==> config.mk <==
export PLATFORM = sky130hd
export DESIGN_NAME = intr_ctrl
export DESIGN_NICKNAME = d
export VERILOG_FILES = /design/src/rtl/intr_ctrl.sv
export SDC_FILE = /design/constraint.sdc
export NUM_CORES = 1
export LEC_CHECK = 0
export ABC_AREA = 1
export CAP_MARGIN = 20
export CORE_MARGIN = 2
export CORE_UTILIZATION = 35
export DETAILED_ROUTE_END_ITERATION = 7
export GPL_TIMING_DRIVEN = 0
export SETUP_SLACK_MARGIN = 0.2
export SYNTH_ARGS = -nofsm -noshare
export SYNTH_HDL_FRONTEND = slang
export SYNTH_SLANG_ARGS = --single-unit
==> constraint.sdc <==
create_clock -name clk -period 3.5 [get_ports clk]
set_clock_uncertainty 0.05 [all_clocks]
set_input_delay 0.7 -clock clk [delete_from_list [all_inputs] [get_ports clk]]
set_output_delay 0.7 -clock clk [all_outputs]
set_load 0.1 [all_outputs]
==> src/rtl/intr_ctrl.sv <==
// Priority interrupt controller with nesting: latches requests into a pending
// register, arbitrates against the in-service stack, and tracks ack/iret misuse.
module intr_ctrl #(
  parameter  int N_IRQ = 8,
  parameter  int EDGE  = 1,
  parameter  int NEST  = 4,
  localparam int ID_W  = $clog2(N_IRQ)
) (
  input  logic             clk,
  input  logic             reset,
  input  logic [N_IRQ-1:0] irq,
  input  logic             mask_we,
  input  logic [N_IRQ-1:0] mask_in,
  input  logic             ack,
  input  logic             iret,
  output logic             intr_req,
  output logic [ID_W-1:0]  intr_id,
  output logic [N_IRQ-1:0] intr_onehot,
  output logic [N_IRQ-1:0] pending,
  output logic [N_IRQ-1:0] in_service,
  output logic             err
);

  localparam int CNT_W = $clog2(N_IRQ + 1);

  logic [N_IRQ-1:0] irq_q;
  logic [N_IRQ-1:0] pending_q, pending_d;
  logic [N_IRQ-1:0] mask_q, mask_d;
  logic [N_IRQ-1:0] in_service_q, in_service_d;
  logic [N_IRQ-1:0] intr_onehot_q, intr_onehot_d;
  logic [ID_W-1:0]  intr_id_q, intr_id_d;
  logic             intr_req_q, intr_req_d;
  logic             err_q, err_d;

  logic             ack_ok;
  logic [N_IRQ-1:0] ack_clr;
  logic [N_IRQ-1:0] eligible;
  logic [ID_W-1:0]  h_idx, s_idx;
  logic [CNT_W-1:0] isr_cnt;
  logic             cand;

  // The registered one-hot is nonzero only while a request is shown, so it
  // directly names the line being accepted.
  assign ack_ok   = ack & intr_req_q;
  assign ack_clr  = ack_ok ? intr_onehot_q : '0;
  assign eligible = pending_q & mask_q;

  for (genvar gi = 0; gi < N_IRQ; gi++) begin : g_pend
    if (EDGE != 0) begin : g_edge
      // A new rising edge wins over a simultaneous ack of the same line.
      assign pending_d[gi] = (irq[gi] & ~irq_q[gi]) | (pending_q[gi] & ~ack_clr[gi]);
    end else begin : g_level
      assign pending_d[gi] = irq[gi];
    end
  end

  always_comb begin
    h_idx   = '0;
    s_idx   = '0;
    isr_cnt = '0;
    for (int i = N_IRQ - 1; i >= 0; i--) begin
      if (eligible[i])     h_idx = ID_W'(i);
      if (in_service_q[i]) s_idx = ID_W'(i);
    end
    for (int i = 0; i < N_IRQ; i++) begin
      isr_cnt = isr_cnt + CNT_W'(in_service_q[i]);
    end
    cand = (eligible != '0) && (isr_cnt < CNT_W'(NEST)) &&
           ((in_service_q == '0) || (h_idx < s_idx));
  end

  always_comb begin
    intr_req_d    = cand & ~ack_ok;
    intr_id_d     = intr_req_d ? h_idx : '0;
    intr_onehot_d = intr_req_d ? (N_IRQ'(1) << h_idx) : '0;
    mask_d        = mask_we ? mask_in : mask_q;
    // iret pops the highest-priority active level before ack pushes the new one.
    in_service_d  = (iret ? (in_service_q & (in_service_q - N_IRQ'(1))) : in_service_q) | ack_clr;
    err_d         = err_q | (ack & ~intr_req_q) | (iret & ~(|in_service_q));
  end

  always_ff @(posedge clk or negedge reset) begin
    if (!reset) begin
      irq_q         <= '0;
      pending_q     <= '0;
      mask_q        <= '0;
      in_service_q  <= '0;
      intr_req_q    <= 1'b0;
      intr_id_q     <= '0;
      intr_onehot_q <= '0;
      err_q         <= 1'b0;
    end else begin
      irq_q         <= irq;
      pending_q     <= pending_d;
      mask_q        <= mask_d;
      in_service_q  <= in_service_d;
      intr_req_q    <= intr_req_d;
      intr_id_q     <= intr_id_d;
      intr_onehot_q <= intr_onehot_d;
      err_q         <= err_d;
    end
  end

  assign intr_req    = intr_req_q;
  assign intr_id     = intr_id_q;
  assign intr_onehot = intr_onehot_q;
  assign pending     = pending_q;
  assign in_service  = in_service_q;
  assign err         = err_q;

endmodule
# Yosys cells after proc, flatten, opt, wreduce, memory -nomap -nowiden
# Index checks and enable logic that the tools add are counted.
[op_classes]
add_sub_neg = 8
multipliers = 0
div_mod_pow = 0
n_lt_le_gt_ge = 2
eq_ne = 0
shifts = 1
muxes = 20
bitwise_logic = 52
reduce_logical = 6
[op_table]
columns = ["operator", "n"]
rows = [
  ["two-way mux 3 bit", 17],
  ["two-way mux 8 bit", 3],
  ["bitwise AND 1 bit", 20],
  ["inverter 1 bit", 19],
  ["adder 4 x 1 -> 4 bit", 4],
  ["bitwise AND 8 bit", 2],
  ["OR 1 bit", 10],
  ["logical NOT 8 bit", 1],
  ["OR 8 bit", 1],
  ["nonzero test 8 bit", 1],
  ["OR reduction 8 bit", 1],
  ["<< shifter 1 x 3 -> 8 bit, first input constant", 1],
  ["subtractor 8 x 1 -> 8 bit, second input constant", 1],
  ["adder 3 x 1 -> 4 bit", 1],
  ["< comparator 4 x 3 -> 1 bit, second input constant", 1],
  ["adder 2 x 1 -> 3 bit", 1],
  ["< comparator 3 bit", 1],
  ["adder 1 x 1 -> 2 bit", 1],
  ["logical AND 1 bit", 2],
  ["logical OR 1 bit", 1],
]
[totals]
reg_bits = 45
latch_bits = 0
mem_bits_rw = 0
romBits = 0
inputBits = 21
elab_cells = 97
n_memories = 0

# Depth between registers and ports, before layout
[logic_depth]
word_depth = 14
depth_mapped = 16
depth_no_buf = 15

# Worst setup path before layout
# Ideal clock, no wire load.
[synth_timing]
path_kind = "register to register"
start = "reg in_service_q[0], in the netlist in_service[0]"
end = "reg intr_onehot_q[4], in the netlist intr_onehot[4]"
setup_ns = 0.069
arrival_time_ns = 3.231
required_time_ns = 3.381
slack_ns = 0.150
path_stages_with_launch = 11
period_less_slack_ns = 3.350
path_cell_list = "dfrtp_1 > fa_1 > inv_1 > fa_1 > fa_1 > inv_1 > ha_1 > a221oi_4 > nand2_2 > buf_6 > nor2_2"
[synth_via]
elab_chain_len = 12
elab_cells_between_ends = 16
[synth_rtl]
columns = ["element", "line", "source"]
rows = [
  ["from (decl)", "29", "logic [N_IRQ-1:0] in_service_q, in_service_d;"],
  ["from (signal assigned)", "96", "in_service_q <= in_service_d;"],
  ["adder 1 x 1 -> 2 bit", "66", "isr_cnt = isr_cnt + CNT_W'(in_service_q[i]);"],
  ["adder 2 x 1 -> 3 bit", "66", ""],
  ["adder 3 x 1 -> 4 bit", "66", ""],
  ["adder 4 x 1 -> 4 bit (4 in series)", "66", ""],
  ["< comparator 4 x 3 -> 1 bit", "68", "cand = (eligible != '0) && (isr_cnt < CNT_W'(NEST)) &&"],
  ["logical AND 1 bit", "68", ""],
  ["logical AND 1 bit (*)", "68", ""],
  ["bitwise AND 1 bit (*)", "73", "intr_req_d = cand & ~ack_ok;"],
  ["two-way mux 8 bit (*)", "75", "intr_onehot_d = intr_req_d ? (N_IRQ'(1) << h_idx) : '0;"],
  ["net intr_onehot_d[4]", "30", "logic [N_IRQ-1:0] intr_onehot_q, intr_onehot_d;"],
  ["to (signal assigned)", "99", "intr_onehot_q <= intr_onehot_d;"],
  ["to (decl)", "30", ""],
]
# Mark *: on every way through the listed nets, which the timed path passes. The rest lies on a longest branch.
# A chain may end at the register's enable or synchronous reset.

# Worst setup path after layout
# Ends and elaborated chain as after synthesis.

==> results.json <==
{
  "die_w_um": 80.90,
  "cap_viol_max_count": 0,
  "syn_area_per_cell_um2": 9.762,
  "p_total_w": 0.002219,
  "p_leak_nw": 1.249,
  "rrSetupSlack_ns": 0.53,
  "reg2reg_depth": 10,
  "path_max_fanout": 10,
  "yosys_register_bits": 45,
  "diodes": 0,
  "numCtsBuffers": 5,
  "rsz0062_at_grt": "no",
  "setup_violations": 0,
  "maxSlewViolCount": 0,
  "nets": 298,
  "cp_slowest_cell": "fa_1",
  "yosysWarnings": 0,
  "avgRoutedWirePerCell_um": 13.64,
  "cts_tree": "done",
  "clkTransAtPathRegs_ns": 0.09,
  "layout-area-overhead-vs-synth_pct": 33.68,
  "hold_buffers": 0,
  "die-height_um": 80.90,
  "crit_end": "intr_onehot[4]",
  "synth_nets": 242,
  "vias": 1561,
  "routabilityCongestion": 0.8245,
  "grt_pass1_vias": 1660,
  "ys_types": 23,
  "cts_sinks": 45,
  "clock_tree.root_cell": "clkbuf_8",
  "drive_gt1_share_pct": 19.33,
  "ys_seq_area_share_pct": 54.41,
  "path_cells": "fa_1 > inv_1 > fa_1 > fa_1 > inv_1 > ha_1 > a221oi_4 > nand2_2 > buf_6 > nor2_2",
  "drc": 0,
  "startpoint_type": "flop",
  "critPathMaxStageDelay_ns": 0.54,
  "grt_pass1_wl_um": 7983,
  "syn-cell-area_um2": 2069,
  "via_per_inst": 4.538,
  "clock_latency_ns": 0.29,
  "p_per_area_nw_per_um2": 802.1,
  "ir_worst_vdd_uv": 347.8,
  "syn_inst": 212,
  "crit_required_ns": 3.68,
  "dp_hpwl_um": 3643,
  "synth_top_family_by_area": "simple AND/OR/NAND/NOR gates",
  "wl_um": 4692,
  "hold_violations": 0,
  "status": "complete, no violations",
  "r2r-end": "intr_onehot[4]",
  "htree_num_levels": 2,
  "synthSimpleGateAreaFrac_pct": 17.17,
  "grt_usage_pct": 16.29,
  "fillerInstances": 577,
  "drtPass1Iterations": 4,
  "cpMostUsedCell": "fa_1",
  "fmax_mhz": 336.4,
  "drt_first_iter_violations": 100,
  "io_buffer_count": 48,
  "core_area_um2": 5816,
  "synth_xor_area_share_pct": 0,
  "worstPathArrival_ns": 3.15,
  "grt_max_degree": 25,
  "min_path_type": "in2async",
  "setup_tns_ns": 0,
  "slew_headroom_pct": 33.05,
  "r2r_start": "in_service[0]",
  "synth-compound-area-share_pct": 9.734,
  "ctsResizeCount": 0,
  "synthAdderAreaFrac_pct": 6.530,
  "ios": 50,
  "startpoint": "in_service[0]",
  "period_share_pct": 84.93,
  "critPathKind": "reg2reg",
  "die_area_um2": 6544,
  "post-cts-setup-buffers": 0,
  "crit_path_end_kind": "flop",
  "start_util_pct": 35.59,
  "worst_pin_slew_ns": 1.001,
  "muxShareOfSynthArea_pct": 4.353,
  "overflow": 0,
  "clockBufferDepth": 2,
  "period_needed_ns": 2.972,
  "detail-route-antenna-nets": 0,
  "rows": 28,
  "antenna_found_initial": 0
}
## worst max-delay path: cells and delay by family, from the launching register on
family | cells | cell delay (ns)
fa+ha+maj | 4 | 1.62
compound gates | 1 | 0.28
flops | 1 | 0.46
simple gates | 2 | 0.21
buf+inv | 3 | 0.29
## state kept, by name (all words and copies together) (netlist names)
signal,count
pending,8
intr_id,3
intr_req,1
err,1
intr_onehot,8
in_service,8
irq_q,8
mask_q,8
## cell usage in the layout, fill, tap and decap left out, drive strengths merged
cell	instances
clkbuf	8
fa	3
mux2	8
inv	38
o22ai	3
ha	6
o21ai	24
buf	3
nand2	45
a21oi	4
nand3	6
a221oi	1
nor3	2
dfrtp	45
nor2	23
clkdlybuf4s50	47
clkinv	2
o221ai	1
## per-stage QoR
step                      instance area [um2]  setup slack, ns  instances  utilization, %  hold slack, ns
after CTS                                2766           0.5332        344           47.57          0.3530
final                                    2766           0.5276        344           47.57          0.3450
after floorplan                          2073           0.4649        212               -          0.3496
after global routing                     2766           0.4816        344           47.57          0.3783
after detailed placement                 2670           0.5385        336           45.91          0.3622
after global placement                   2648           0.3120        335           45.53          0.3525
## worst min-delay path by stage
stage | from | end | depth (start not counted)
after global routing | reset | intr_onehot[5] | 1
final | reset | pending[2] | 1
after floorplan | reset | err | 0
after global placement | irq_q[2] | pending[2] | 1
after detailed placement | irq_q[2] | pending[2] | 1
after CTS | reset | intr_onehot[2] | 1
## power by group
group          leakage, nW  switching [W]  internal [W]  total (W)
registers            0.535      0.0000701      0.000606   0.000676
clock network       0.0512       0.000177      0.000160   0.000337
logic                0.663       0.000896      0.000310    0.00121
## metal layers
layer	GRT usage, %	up-vias	routed length (um)
li1	-	779	-
met1	20.87	741	2108
met2	27.36	35	2339
met3	3.556	6	179
met4	5.424	0	63
met5	0	-	0
## final cells by class
cell class	instances	area (um2)	share of cell area, %
plain buffers	3	18.77	0.6784
clock buffers	6	82.58	2.985
inverters	38	142.6	5.156
repair buffers	49	503.0	18.18
well taps	75	93.84	3.392
clock inverters	2	13.76	0.4975
multi-input cells	126	782.0	28.27
flip-flops and latches	45	1130	40.84
## logic make-up after synthesis
logic type               count (synthesis)
multiplexers                             8
flip-flops                              45
adder cells (fa/ha/maj)                  9
AND/OR/NAND/NOR                         76
AO/OA/AOI/OAI                           33
buffers and inverters                   41
## cell usage after synthesis
cell type / count / area, um2
inv_2: 7 / 26.28
nor3_1: 2 / 10.01
nor2_1: 12 / 45.04
o221ai_1: 1 / 8.760
nand2_2: 7 / 43.79
buf_6: 1 / 11.26
dfrtp_1: 45 / 1126
fa_1: 3 / 60.06
inv_1: 31 / 116.4
o21ai_2: 1 / 8.760
clkbuf_1: 2 / 7.510
nand2_4: 2 / 22.52
o22ai_1: 3 / 18.77
mux2_2: 8 / 90.09
a21oi_1: 3 / 15.01
nand2_1: 36 / 135.1
nand3_1: 6 / 30.03
a221oi_4: 1 / 26.28
nor2_2: 11 / 68.82
o21ai_1: 1 / 5.000
o21ai_0: 22 / 110.1
a21oi_2: 1 / 8.760
ha_1: 6 / 75.07
Note: power is estimated with default switching activity, not from simulation.
